## src/rtl/pc_redirect_ctrl.sv

```systemverilog
// pc_redirect_ctrl
//
// Next-PC selection and pipeline-flush control for a five-stage core with a
// single-level external interrupt.  EX-stage redirects (branch / JAL / JALR),
// interrupt entry and MRET return are resolved here into a next-PC select,
// a PC write enable and IF/ID + ID/EX bubble requests.
//
// Ports
//   clk         sole clock, rising edge
//   rstn        asynchronous active-low reset
//   int_req     level-sensitive external interrupt request
//   stall       load-use hold from the hazard unit
//   branch_ex   taken branch resolved in EX
//   jump_ex     JAL resolved in EX
//   jalr_ex     JALR resolved in EX
//   mret_ex     MRET resolved in EX
//   pc_if       PC of the instruction currently in fetch
//   npc_op      next-PC select: PLUS4=000 BRANCH=001 JUMP=010 INT=011 JALR=100
//   pcwrite     PC update enable
//   mret        MRET select (PC <- sepc)
//   flush_ifid  bubble into IF/ID
//   flush_idex  bubble into ID/EX
//   sepc        saved resume PC, 0 when nothing is saved
//   in_handler  high while in ENTRY or HANDLER
//   int_count   (PC_REDIRECT_TRAP_COUNT_EN only) wrapping count of trap entries
//
// Optional feature: define PC_REDIRECT_TRAP_COUNT_EN to add the 16-bit
// int_count output and its counter.
//
// state   | meaning
// --------+-------------------------------------------------------------
// IDLE    | normal execution, interrupt may be accepted
// ENTRY   | one cycle: steer fetch to the trap vector, flush the pipe
// HANDLER | running the handler, further interrupts ignored
// RETURN  | one cycle after MRET: sepc is cleared on the way to IDLE

module pc_redirect_ctrl (
    input  logic        clk,
    input  logic        rstn,
    input  logic        int_req,
    input  logic        stall,
    input  logic        branch_ex,
    input  logic        jump_ex,
    input  logic        jalr_ex,
    input  logic        mret_ex,
    input  logic [31:0] pc_if,
    output logic [2:0]  npc_op,
    output logic        pcwrite,
    output logic        mret,
    output logic        flush_ifid,
    output logic        flush_idex,
    output logic [31:0] sepc,
    output logic        in_handler
`ifdef PC_REDIRECT_TRAP_COUNT_EN
    ,
    output logic [15:0] int_count
`endif
);

    localparam logic [2:0] NPC_PLUS4  = 3'b000;
    localparam logic [2:0] NPC_BRANCH = 3'b001;
    localparam logic [2:0] NPC_JUMP   = 3'b010;
    localparam logic [2:0] NPC_INT    = 3'b011;
    localparam logic [2:0] NPC_JALR   = 3'b100;

    typedef enum logic [1:0] {
        ST_IDLE    = 2'd0,
        ST_ENTRY   = 2'd1,
        ST_HANDLER = 2'd2,
        ST_RETURN  = 2'd3
    } state_t;

    state_t      state_q, state_d;
    logic [31:0] sepc_q, sepc_d;
    logic        in_handler_q, in_handler_d;

    logic ex_redirect;
    logic take_int;
    logic take_mret;

    assign ex_redirect = branch_ex | jump_ex | jalr_ex;
    // An interrupt is only taken on a clean IDLE cycle; otherwise it simply
    // stays pending on the level of int_req and is looked at again next cycle.
    assign take_int    = (state_q == ST_IDLE) & int_req & ~stall & ~ex_redirect;
    assign take_mret   = (state_q == ST_HANDLER) & mret_ex;

    // state register
    always_ff @(posedge clk or negedge rstn) begin
        if (!rstn) begin
            state_q      <= ST_IDLE;
            sepc_q       <= 32'h0000_0000;
            in_handler_q <= 1'b0;
        end else begin
            state_q      <= state_d;
            sepc_q       <= sepc_d;
            in_handler_q <= in_handler_d;
        end
    end

    // next-state
    always_comb begin
        state_d = state_q;
        sepc_d  = sepc_q;
        unique case (state_q)
            ST_IDLE: begin
                if (take_int) begin
                    state_d = ST_ENTRY;
                    sepc_d  = pc_if;
                end
            end
            ST_ENTRY: begin
                state_d = ST_HANDLER;
            end
            ST_HANDLER: begin
                if (take_mret) begin
                    state_d = ST_RETURN;
                end
            end
            ST_RETURN: begin
                state_d = ST_IDLE;
                sepc_d  = 32'h0000_0000;
            end
            default: begin
                state_d = ST_IDLE;
            end
        endcase
        in_handler_d = (state_d == ST_ENTRY) || (state_d == ST_HANDLER);
    end

    // outputs
    always_comb begin
        npc_op     = NPC_PLUS4;
        pcwrite    = ~stall;
        mret       = 1'b0;
        flush_ifid = 1'b0;
        flush_idex = 1'b0;
        if (!rstn) begin
            // Reset holds the fetch path in a benign free-running state,
            // independent of whatever the hazard unit is asserting.
            pcwrite = 1'b1;
        end else if (state_q == ST_ENTRY) begin
            npc_op     = NPC_INT;
            pcwrite    = 1'b1;
            flush_ifid = 1'b1;
            flush_idex = 1'b1;
        end else if (take_mret) begin
            mret       = 1'b1;
            pcwrite    = 1'b1;
            flush_ifid = 1'b1;
            flush_idex = 1'b1;
        end else if (ex_redirect) begin
            if (jalr_ex) begin
                npc_op = NPC_JALR;
            end else if (jump_ex) begin
                npc_op = NPC_JUMP;
            end else begin
                npc_op = NPC_BRANCH;
            end
            pcwrite    = 1'b1;
            flush_ifid = 1'b1;
            flush_idex = 1'b1;
        end
    end

    assign sepc       = sepc_q;
    assign in_handler = in_handler_q;

`ifdef PC_REDIRECT_TRAP_COUNT_EN
    logic [15:0] int_count_q, int_count_d;

    always_comb begin
        int_count_d = int_count_q;
        if (take_int) begin
            int_count_d = int_count_q + 16'd1;
        end
    end

    always_ff @(posedge clk or negedge rstn) begin
        if (!rstn) begin
            int_count_q <= 16'h0000;
        end else begin
            int_count_q <= int_count_d;
        end
    end

    assign int_count = int_count_q;
`endif

endmodule

```

## config.mk

```make
export PLATFORM = sky130hd
export DESIGN_NAME = pc_redirect_ctrl
export DESIGN_NICKNAME = d
export VERILOG_FILES = /design/src/rtl/pc_redirect_ctrl.sv
export SDC_FILE = /design/constraint.sdc
export NUM_CORES = 1
export LEC_CHECK = 0
export ABC_AREA = 0
export CAP_MARGIN = 15
export CORE_MARGIN = 2
export CORE_UTILIZATION = 62
export DETAILED_ROUTE_END_ITERATION = 10
export DONT_BUFFER_PORTS = 1
export PLACE_DENSITY = 0.77
export SLEW_MARGIN = 40
export SYNTH_ARGS = -nofsm -noshare
export SYNTH_HDL_FRONTEND = slang
export SYNTH_SLANG_ARGS = --single-unit
```

## constraint.sdc

```tcl
create_clock -name clk -period 2.05 [get_ports clk]
set_input_delay 0.615 -clock clk [delete_from_list [all_inputs] [get_ports clk]]
set_output_delay 0.615 -clock clk [all_outputs]
set_load 0.02 [all_outputs]
```

==> impl_metrics.toml <==
[setup_path]
cp-end-kind = "output pin"
reg2regPathDepth = 10
arrival_ns = 1.59
cp_max_fo = 4
crit_required_ns = 1.43
start_kind = "register"
crit_type = "reg -> out"

[floorplanning]
io_pins = 80
dieArea_sq_um = 3420
start_util_pct = 66.2
core_area_sq_um = 2780
rows = 19
die_w_microns = 58.5
die_h_microns = 58.5

[finish]
diodes = 0
fill_cells = 205
nets = 225
area_growth_pct = 12.0
postLayoutCoreUtil_pct = 74.1
drive_above_1_share_pct = 20.4

[synthesis]
synth_nets = 218
ys_types = 25
synth_area_per_cell_sq_um = 10.6
syn_inst = 173
synth.largest_area_cell = "dfrtp_1"
synth_top_area_share_pct = 47.6
synthTopCellsByArea = "dfrtp_1 48%, mux2i_1 17%, nand3_1 8.7%"
syn_area_sq_um = 1840
synth-seq-area-share_pct = 47.6
synth_warnings = 0
ys_ff_latch = 35

[clocking]
clk_pin_slew_worst_paths_ns = 0.10
cts_tree = "built"
ctsHtreeMaxLevel = 2
numCtsBuffers = 5
cts_root_buffer = "clkbuf_4"
cts_buffer_depth = 2
cts.sinks = 35
clk_latency_ns = 0.33

[placement]
hpwl_mm = 2.67
dp_slack_ns = 0.0441
routabilityCongestion = 0.617
place.port_buffers = 0

[status]
status = "finished with violations"
violations = "negative setup slack"

[detailed_routing]
drtIter0Drc = 56
ant_nets = 0
firstDrtPassIters = 4
drc_errors = 0
via_per_inst = 6.31
wl_mm = 4.15
vias = 1337
wire_per_inst_microns = 19.6

[global_routing]
first_global_vias = 1353
grt_start_max_net_pins = 36
antenna_found_initial = 0
grt_overflow_total = 0
gr-usage-all-layers_pct = 25.0
grt_pass1_wl_mm = 6.35

[sta]
hold_viol = 0
setup_viol = 7
clock.fmax_mhz = 453
rsz0062_at_grt = "yes"
fin_crit_ns = 2.21
layout_setup_ws_ns = -0.159
slew_headroom_pct = 61.6
worst_slew_pin_slew_ns = 0.576
fin_crit_sh_pct = 108
clock_skew_ns = 0.00325
slew_viol_final = 0

[power]
peakVddDrop_mv = 1.30
p_leak_nw = 1.03
powerDensity_nw_per_um2 = 1730

[worst_hold_path]
worstHoldPathType = "in -> async"

[job]
cap_violations = 0
==> per-layer routing <==
layer	vias to the layer above	GRT usage (%)	wire [microns]
met1	637	28.6	1600
met4	0	12.3	92
met2	51	42.9	2160
li1	637	-	-
met3	12	6.81	294
met5	-	0	0
==> critical path, stage by stage (launching register included) <==
cell and delay [ns]:
dfrtp_1 0.40, inv_2 0.07, ha_4 0.17, a21oi_4 0.16, a31oi_1 0.10, nor2b_1 0.17
buf_4 0.18
==> cell type report <==
class                           instances  area, sq um  share of cell area, %
Clock buffer                            7         45.0                   2.19
Clock inverter                          1         5.00                  0.243
Inverter                                3         11.3                  0.546
Multi-Input combinational cell        120          922                   44.7
Sequential cell                        35          877                   42.6
Tap cell                               31         38.8                   1.88
Timing Repair Buffer                   15          161                   7.83
==> cells by family after synthesis <==
group,after synthesis,share of synthesized area [%]
AND/OR/NAND/NOR,44,12.7
adder cells (fa/ha/maj),5,3.40
buffers and inverters,18,7.00
AO/OA/AOI/OAI,38,11.4
multiplexers,32,17.4
XOR/XNOR,1,0.476
flip-flops,35,47.6
==> cell usage after synthesis <==
cell       n
nand4_1    1
ha_1       5
and4bb_1   1
mux2i_1   32
xor2_1     1
nand2_2    1
a31oi_1    1
nor2b_1    4
nor2_1     1
o21ai_0    1
or3_1      1
nand3_1   32
clkbuf_1   6
buf_12     2
a21oi_1    2
buf_4      4
o21ai_1   32
inv_1      3
nand2_1    2
and3_1     1
buf_8      1
buf_2      2
a31oi_4    1
dfrtp_1   35
o21a_1     1
==> worst paths after layout <==
path	start	to	slack, ns
max	state_q[0]	npc_op[0]	-0.16
max in group asynchronous	rstn	state_q[1]	1.76
max reg2reg	state_q[0]	sepc[10]	0.06
min in group clk	pc_if[0]	sepc[0]	0.46
min reg2reg	sepc[15]	sepc[15]	0.68
min	rstn	sepc[23]	0.10
==> power by group <==
part | total [W] | internal (W) | switching [W]
clock | 0.000354 | 0.000134 | 0.000220
combinational | 0.00138 | 0.000645 | 0.000739
sequential | 0.00182 | 0.00106 | 0.000760
==> state kept, by name (all words and copies together), names as in the netlist <==
signal      flops
sepc           32
state_q         2
in_handler      1
==> through the flow <==
| stage | power, W | area (sq um) | cells | setup TNS [ns] | hold slack [ns] |
|---|---|---|---|---|---|
| global placement | 0.00282 | 1840 | 196 | 0 | 0.320 |
| finish | 0.00356 | 2060 | 212 | -0.419 | 0.100 |
| floorplan | 0.00264 | 1840 | 173 | 0 | 0.319 |
| global route | 0.00381 | 2060 | 212 | -0.951 | 0.0845 |
| detailed placement | 0.00295 | 1840 | 196 | 0 | 0.321 |
| CTS | 0.00347 | 2010 | 211 | -0.292 | 0.0920 |
==> placed cells by master (no fill, tap or decap), drive strengths merged, types with 2 or more instances in the layout <==
master	netlist	layout
nand2	3	3
buf	9	15
ha	5	5
nand3	32	32
a21oi	2	2
clkbuf	6	7
a31oi	2	2
inv	3	3
dfrtp	35	35
nor2b	4	4
mux2i	32	32
o21ai	33	33
==> what timing repair did <==
item | CTS | global route
buffers inserted | 6 | 1
pin swaps | 5 | 1
gates resized for setup | 14 | 9
setup endpoints to repair | 7 | 7
hold endpoints to repair | 35 | 0
hold buffers | 1 | 0
Note: power is estimated with default switching activity, not from simulation.
